==> config.mk <==
export PLATFORM = sky130hd
export DESIGN_NAME = div_unit_flat
export DESIGN_NICKNAME = d
export VERILOG_FILES = /design/src/rtl/div_pkg.sv /design/src/rtl/div_if.sv /design/src/rtl/div_step.sv /design/src/rtl/div_unit.sv /design/src/flat_wrapper.sv
export SDC_FILE = /design/constraint.sdc
export NUM_CORES = 1
export LEC_CHECK = 0
export BUFFER_PORTS_ARGS = -buffer_cell sky130_fd_sc_hd__buf_2
export CAP_MARGIN = 0
export CORE_MARGIN = 3
export CORE_UTILIZATION = 40
export CTS_BUF_LIST = sky130_fd_sc_hd__clkbuf_8
export CTS_CLUSTER_SIZE = 14
export DETAILED_ROUTE_END_ITERATION = 7
export GPL_ROUTABILITY_DRIVEN = 0
export PLACE_DENSITY = 0.56
export SLEW_MARGIN = 20
export SYNTH_ARGS = -nofsm -noshare
export SYNTH_HDL_FRONTEND = slang
export SYNTH_SLANG_ARGS = --single-unit
==> constraint.sdc <==
create_clock -name clk -period 4.7 [get_ports clk]
set_input_delay 0.705 -clock clk [delete_from_list [all_inputs] [get_ports clk]]
set_output_delay 0.705 -clock clk [all_outputs]
set_load 0.1 [all_outputs]
==> src/rtl/div_pkg.sv <==
// Shared types and constants for the radix-2 restoring divider.
package div_pkg;

  typedef enum logic [1:0] {IDLE, PREP, CALC, DONE} div_state_e;

  localparam int DIV_W    = 32;
  localparam int DIV_ITER = 32;
  localparam logic [DIV_W-1:0] DIV_ZERO_Q = 32'hFFFF_FFFF;

  // {remainder, quotient} with each half negated on its own sign flag.
  function automatic logic [2*DIV_W-1:0] apply_sign(input logic [2*DIV_W-1:0] sr,
                                                    input logic sign_q, input logic sign_r);
    logic [DIV_W-1:0] q, r;
    q = sign_q ? -sr[DIV_W-1:0] : sr[DIV_W-1:0];
    r = sign_r ? -sr[2*DIV_W-1:DIV_W] : sr[2*DIV_W-1:DIV_W];
    return {r, q};
  endfunction

endpackage

==> src/rtl/div_if.sv <==
// Operand and result stream channels of the divider.
interface div_if;
  import div_pkg::*;

  logic [DIV_W-1:0]   s_axis_dividend_tdata;
  logic               s_axis_dividend_tvalid;
  logic               s_axis_dividend_tready;
  logic [DIV_W-1:0]   s_axis_divisor_tdata;
  logic               s_axis_divisor_tvalid;
  logic               s_axis_divisor_tready;
  logic [2*DIV_W-1:0] m_axis_dout_tdata;
  logic               m_axis_dout_tvalid;
  logic               m_axis_dout_tready;

  modport master (
    output s_axis_dividend_tdata, s_axis_dividend_tvalid,
    output s_axis_divisor_tdata, s_axis_divisor_tvalid,
    output m_axis_dout_tready,
    input  s_axis_dividend_tready, s_axis_divisor_tready,
    input  m_axis_dout_tdata, m_axis_dout_tvalid
  );

  modport slave (
    input  s_axis_dividend_tdata, s_axis_dividend_tvalid,
    input  s_axis_divisor_tdata, s_axis_divisor_tvalid,
    input  m_axis_dout_tready,
    output s_axis_dividend_tready, s_axis_divisor_tready,
    output m_axis_dout_tdata, m_axis_dout_tvalid
  );
endinterface

==> src/rtl/div_step.sv <==
// One combinational restoring-division iteration on the {rem, quo} shift register.
module div_step
  import div_pkg::*;
(
  input  logic [2*DIV_W-1:0] sr,
  input  logic [DIV_W-1:0]   dvs,
  output logic [2*DIV_W-1:0] sr_nxt
);
  logic [DIV_W:0]   rem_sh;
  logic             ge;
  logic [DIV_W-1:0] diff;

  // rem_sh is the remainder after the left shift; it is below 2*dvs, so a
  // successful trial difference always fits in DIV_W bits.
  assign rem_sh = sr[2*DIV_W-1:DIV_W-1];
  assign ge     = rem_sh >= {1'b0, dvs};
  assign diff   = rem_sh[DIV_W-1:0] - dvs;
  assign sr_nxt = ge ? {diff, sr[DIV_W-2:0], 1'b1} : {sr[2*DIV_W-2:0], 1'b0};
endmodule

==> src/rtl/div_unit.sv <==
// Multi-cycle 32-bit restoring divider with stream handshakes and held result.
// Optional feature macro: DIV_EARLY_OUT_EN (skip iterations for trivial divides).
module div_unit
  import div_pkg::*;
#(
  parameter bit SIGNED = 1'b1
) (
  input logic clk,
  input logic reset,
  div_if.slave axis
);
  localparam logic [1:0] ST_IDLE = IDLE;
  localparam logic [1:0] ST_PREP = PREP;
  localparam logic [1:0] ST_CALC = CALC;
  localparam logic [1:0] ST_DONE = DONE;

  logic [1:0]         state;
  logic               armed, dvd_full, dvs_full;
  logic [DIV_W-1:0]   dvd_q, dvs_q, dvs_mag;
  logic [2*DIV_W-1:0] sr, sr_nxt, dout;
  logic [4:0]         cnt;
  logic               sign_q, sign_r, dout_vld;

  logic dvd_rdy, dvs_rdy, dvd_fire, dvs_fire, dvd_neg, dvs_neg, dvs_zero;
  logic [DIV_W-1:0] dvd_mag_c, dvs_mag_c;

  // armed keeps the treadys low through reset without a reset-to-output path.
  assign dvd_rdy  = armed && (state == ST_IDLE) && !dvd_full;
  assign dvs_rdy  = armed && (state == ST_IDLE) && !dvs_full;
  assign dvd_fire = axis.s_axis_dividend_tvalid && dvd_rdy;
  assign dvs_fire = axis.s_axis_divisor_tvalid && dvs_rdy;

  assign dvd_neg   = SIGNED && dvd_q[DIV_W-1];
  assign dvs_neg   = SIGNED && dvs_q[DIV_W-1];
  assign dvd_mag_c = dvd_neg ? -dvd_q : dvd_q;
  assign dvs_mag_c = dvs_neg ? -dvs_q : dvs_q;
  assign dvs_zero  = (dvs_q == '0);

  div_step u_step (.sr(sr), .dvs(dvs_mag), .sr_nxt(sr_nxt));

  always_ff @(posedge clk) begin
    if (reset) begin
      state    <= ST_IDLE;
      armed    <= 1'b0;
      dvd_full <= 1'b0;
      dvs_full <= 1'b0;
      dvd_q    <= '0;
      dvs_q    <= '0;
      dvs_mag  <= '0;
      sr       <= '0;
      cnt      <= '0;
      sign_q   <= 1'b0;
      sign_r   <= 1'b0;
      dout     <= '0;
      dout_vld <= 1'b0;
    end else begin
      armed <= 1'b1;
      case (state)
        ST_IDLE: begin
          if (dvd_fire) begin
            dvd_q    <= axis.s_axis_dividend_tdata;
            dvd_full <= 1'b1;
          end
          if (dvs_fire) begin
            dvs_q    <= axis.s_axis_divisor_tdata;
            dvs_full <= 1'b1;
          end
          if ((dvd_full || dvd_fire) && (dvs_full || dvs_fire)) state <= ST_PREP;
        end
        ST_PREP: begin
          sr      <= {{DIV_W{1'b0}}, dvd_mag_c};
          dvs_mag <= dvs_mag_c;
          cnt     <= '0;
          sign_q  <= dvd_neg ^ dvs_neg;
          sign_r  <= dvd_neg;
`ifdef DIV_EARLY_OUT_EN
          if (dvs_zero || (dvd_mag_c < dvs_mag_c)) begin
            dout     <= dvs_zero ? {dvd_q, DIV_ZERO_Q} : {dvd_q, {DIV_W{1'b0}}};
            dout_vld <= 1'b1;
            state    <= ST_DONE;
          end else begin
            state <= ST_CALC;
          end
`else
          state <= ST_CALC;
`endif
        end
        ST_CALC: begin
          sr  <= sr_nxt;
          cnt <= cnt + 5'd1;
          if (cnt == 5'(DIV_ITER - 1)) begin
            // Divide-by-zero bypasses the sign fix: raw dividend, all-ones quotient.
            dout     <= dvs_zero ? {dvd_q, DIV_ZERO_Q} : apply_sign(sr_nxt, sign_q, sign_r);
            dout_vld <= 1'b1;
            state    <= ST_DONE;
          end
        end
        ST_DONE: begin
          if (axis.m_axis_dout_tready) begin
            dout_vld <= 1'b0;
            dvd_full <= 1'b0;
            dvs_full <= 1'b0;
            state    <= ST_IDLE;
          end
        end
        default: state <= ST_IDLE;
      endcase
    end
  end

  assign axis.s_axis_dividend_tready = dvd_rdy;
  assign axis.s_axis_divisor_tready  = dvs_rdy;
  assign axis.m_axis_dout_tdata      = dout;
  assign axis.m_axis_dout_tvalid     = dout_vld;
endmodule
==> src/flat_wrapper.sv <==
// flat-port wrapper written by rule: the top's interface ports become plain ports
module div_unit_flat import div_pkg::*;
#(
  parameter bit SIGNED = 1'b1
)
  (clk, reset, axis_s_axis_dividend_tdata, axis_s_axis_dividend_tvalid, axis_s_axis_divisor_tdata, axis_s_axis_divisor_tvalid, axis_m_axis_dout_tready, axis_s_axis_dividend_tready, axis_s_axis_divisor_tready, axis_m_axis_dout_tdata, axis_m_axis_dout_tvalid);
  div_if axis_i ();
  input logic clk;
  input logic reset;
  input wire logic [$bits(axis_i.s_axis_dividend_tdata)-1:0] axis_s_axis_dividend_tdata;
  input wire logic [$bits(axis_i.s_axis_dividend_tvalid)-1:0] axis_s_axis_dividend_tvalid;
  input wire logic [$bits(axis_i.s_axis_divisor_tdata)-1:0] axis_s_axis_divisor_tdata;
  input wire logic [$bits(axis_i.s_axis_divisor_tvalid)-1:0] axis_s_axis_divisor_tvalid;
  input wire logic [$bits(axis_i.m_axis_dout_tready)-1:0] axis_m_axis_dout_tready;
  output wire logic [$bits(axis_i.s_axis_dividend_tready)-1:0] axis_s_axis_dividend_tready;
  output wire logic [$bits(axis_i.s_axis_divisor_tready)-1:0] axis_s_axis_divisor_tready;
  output wire logic [$bits(axis_i.m_axis_dout_tdata)-1:0] axis_m_axis_dout_tdata;
  output wire logic [$bits(axis_i.m_axis_dout_tvalid)-1:0] axis_m_axis_dout_tvalid;
  assign axis_i.s_axis_dividend_tdata = axis_s_axis_dividend_tdata;
  assign axis_i.s_axis_dividend_tvalid = axis_s_axis_dividend_tvalid;
  assign axis_i.s_axis_divisor_tdata = axis_s_axis_divisor_tdata;
  assign axis_i.s_axis_divisor_tvalid = axis_s_axis_divisor_tvalid;
  assign axis_i.m_axis_dout_tready = axis_m_axis_dout_tready;
  assign axis_s_axis_dividend_tready = axis_i.s_axis_dividend_tready;
  assign axis_s_axis_divisor_tready = axis_i.s_axis_divisor_tready;
  assign axis_m_axis_dout_tdata = axis_i.m_axis_dout_tdata;
  assign axis_m_axis_dout_tvalid = axis_i.m_axis_dout_tvalid;
  div_unit #(.SIGNED(SIGNED)) u_core (.clk(clk), .reset(reset), .axis(axis_i));
endmodule
==> flow_summary.yaml <==
outcome:
  outcome: "completed"
global_routing:
  grt_first_pass_wirelength_um: 76800
  met3_usage: 0.0391
  first_global_vias: 13069
  grt-busiest-layer: "met1"
  track_usage: 0.246
  grt_start_max_net_pins: 171
  antenna_found_initial: 0
  met1_usage: 0.389
  overflow: 0
  grt_use_met2: 0.350
logic_synthesis:
  syn_inst: 1911
  synth-async-reset-ratio: 0
  synth-edff-count: 0
  synthesis.area_mm2: 0.0148
  synthTopCellsByArea: "dfxtp_1 32%, nand2_1 7.5%, xor2_1 5.4%"
  ys_types: 105
  ys.flop_type: "dfxtp_1"
  ys_seq_area_frac: 0.321
  ys_warn_count: 0
  ys_seq_elements: 237
  synth_top_cells_by_count: "295 x nand2_1, 237 x dfxtp_1, 206 x nor2_1, 146 x a21oi_1, 116 x o21ai_0"
  yosys.area.top_type: "dfxtp_1"
  synth_nets: 2024
  syn_avg_cell_area_um2: 7.74
  yosysMostFrequentCell: "nand2_1"
  synth_top_area_frac: 0.321
worst_setup_path:
  timing.rr.start: "u_core.sr[51]"
  required_ns: 5.17
  r2r_slack_ns: 0.24
  worstSetupStartpointType: "register"
  cp-endpoint: "u_core.axis.m_axis_dout_tdata[58]"
  crit_top_cell: "nand2_2"
  reg2regPathDepth: 15
  worstSetupPathType: "register to register"
  max_stage_delay_ns: 0.47
  arrival_ns: 4.94
  cp-end-kind: "register"
  worstSetupStartpoint: "u_core.sr[51]"
  cp_cell_sequence: "ha_1 > a21o_1 > o21bai_4 > a311oi_4 > o221a_4 > nand2_2 > buf_4 > o21ai_1 > ha_2 > o2111ai_2 > o31ai_2 > nand2_2 > o41ai_1 > xor2_1 > a211oi_1"
  slowest_stage: "o31ai_2"
  cp_max_fo: 11
  r2r-end: "u_core.axis.m_axis_dout_tdata[58]"
power_and_ir_drop:
  peakVddDrop_v: 0.000447
  p_total_w: 0.00977
  p_sw_frac: 0.478
  p_comb_frac: 0.550
  powerDensity_mw_per_mm2: 585
  p_switching_w: 0.00467
  internal-power_w: 0.00510
  p_clk_frac: 0.199
  cellLeakagePower_nw: 6.75
  seq_power_share: 0.251
sta:
  skew_ns: 0.0254
  rsz0062_at_grt: "false"
  hold_slack_ns: 0.369
  finalSetupTns_ns: 0
  period_needed_ns: 4.46
  slew_headroom: 0.312
  drv_slew: 0
  timing.fmax_mhz: 224
  worst_pin_slew_ns: 1.03
  setup_viol: 0
  hold_viol: 0
  fin_crit_sh: 0.949
final_layout:
  seqCellArea_mm2: 0.00475
  area_growth_pct: 12.8
  fin_cells: 2489
  num-fill-cells: 3725
  final_nets: 2110
  multi_input_area_mm2: 0.00931
  drive_gt1_frac: 0.155
cts:
  cts_sinks: 237
  post_cts_buffers: 0
  cts_buffers: 45
  root_buffer: "clkbuf_8"
  cts.clk_slew.worst_paths_ns: 0.06
  clk_latency_ns: 0.58
  htreeDepth: 2
  cts_tree: "yes"
  cts_buffer_depth: 3
route:
  routed_wl_um: 49600
  via_per_inst: 5.71
  dr.first_iter.drc_count: 1291
  drc: 0
  first_pass_iters: 5
  num_vias: 14216
  wl_per_cell_um: 19.9
  ant_nets: 0
job:
  drv_cap: 0
floorplan:
  dieHeight_um: 198
  start_util: 0.411
  dieArea_mm2: 0.0393
  dieWidth_um: 198
  num_rows: 69
  core_mm2: 0.0360
  io_pins: 136
worst_hold_path:
  hp-start: "axis_s_axis_dividend_tdata[26]"
  hp-class: "primary input to register"
placement:
  dpl.cell_count: 2410
  hpwl_um: 36600
  io_buffers: 135
[metrics by stage]
step / setup WS [ns] / util / area, um^2
floorplan: 0.337 / - / 14800
global placement: 0.388 / 0.439 / 15800
detailed placement: 0.166 / 0.439 / 15800
CTS: 0.119 / 0.462 / 16600
global route: 0.0130 / 0.464 / 16700
finish: 0.238 / 0.464 / 16700
[registers in the layout, summed over array words and instances, names as in the netlist]
name and count:
u_core.axis.m_axis_dout_tdata 64, u_core.sr 64, u_core.dvd_q 32, u_core.dvs_mag 32
u_core.dvs_q 32, u_core.cnt 5, u_core.state 2, u_core.armed 1
u_core.axis.m_axis_dout_tvalid 1, u_core.dvd_full 1, u_core.dvs_full 1, u_core.sign_q 1
u_core.sign_r 1
[area by class of cell]
class,count,area share
clock buffer,54,0.0445
sequential,237,0.284
antenna,1,0.000150
tap,461,0.0345
timing repair buffer,177,0.0609
clock inverter,23,0.00577
inverter,56,0.0126
multi-input combinational,1480,0.557
[placed cells by master (no fill, tap or decap), types with 52 or more instances in the layout]
cell / instances
nand2_1: 293
o21ai_0: 115
clkbuf_8: 54
a21oi_1: 146
inv_1: 72
xor2_1: 92
nor2_1: 205
mux2i_1: 52
dfxtp_1: 236
buf_2: 134
[repair_timing]
item | 4_1_cts | 5_1_grt
setup endpoints to repair | 0 | 10
resized for setup | 0 | 9
hold buffers | 0 | 0
[critical path, delay by kind of cell, from the launching register on]
family          cells  cell delay (ns)
compound gates      9             2.75
fa+ha+maj           2             0.60
simple gates        2             0.33
buf+inv             1             0.20
flops               1             0.36
xor+xnor            1             0.13
[cell families (layout without fill, tap and decap cells)]
| group | count (synthesis) | count (layout) | synth area share |
|---|---|---|---|
| buffers and inverters | 194 | 310 | 0.0550 |
| XOR/XNOR | 126 | 126 | 0.0746 |
| other | 0 | 1 | 0 |
| AND/OR/NAND/NOR | 704 | 704 | 0.219 |
| multiplexers | 55 | 55 | 0.0375 |
| flip-flops | 237 | 237 | 0.321 |
| adder cells (fa/ha/maj) | 44 | 44 | 0.0377 |
| AO/OA/AOI/OAI | 551 | 551 | 0.256 |
[power by group through the flow]
| stage | clock network, W | registers [W] | logic (W) |
|---|---|---|---|
| after floorplan | 0 | 0.00239 | 0.00397 |
| after global placement | 0 | 0.00248 | 0.00524 |
| after detailed placement | 0 | 0.00249 | 0.00524 |
| after CTS | 0.00199 | 0.00244 | 0.00527 |
| after global routing | 0.00208 | 0.00248 | 0.00584 |
| final | 0.00194 | 0.00245 | 0.00537 |
[worst min path at each step]
stage	to	slack (ns)	cells past startpoint
2_1_floorplan	u_core.cnt[4]	0.45	2
6_report	u_core.dvd_q[26]	0.37	3
4_1_cts	u_core.dvs_q[22]	0.33	3
5_1_grt	u_core.dvs_q[0]	0.35	3
3_5_place_dp	u_core.cnt[4]	0.46	2
3_3_place_gp	u_core.cnt[4]	0.45	2
[metal layers]
layer,share of wire,vias up
met3,0.074,56
met1,0.50,6711
li1,-,6983
met4,0.014,0
met5,0,-
met2,0.41,466
Power figures use the tool's default switching activity.
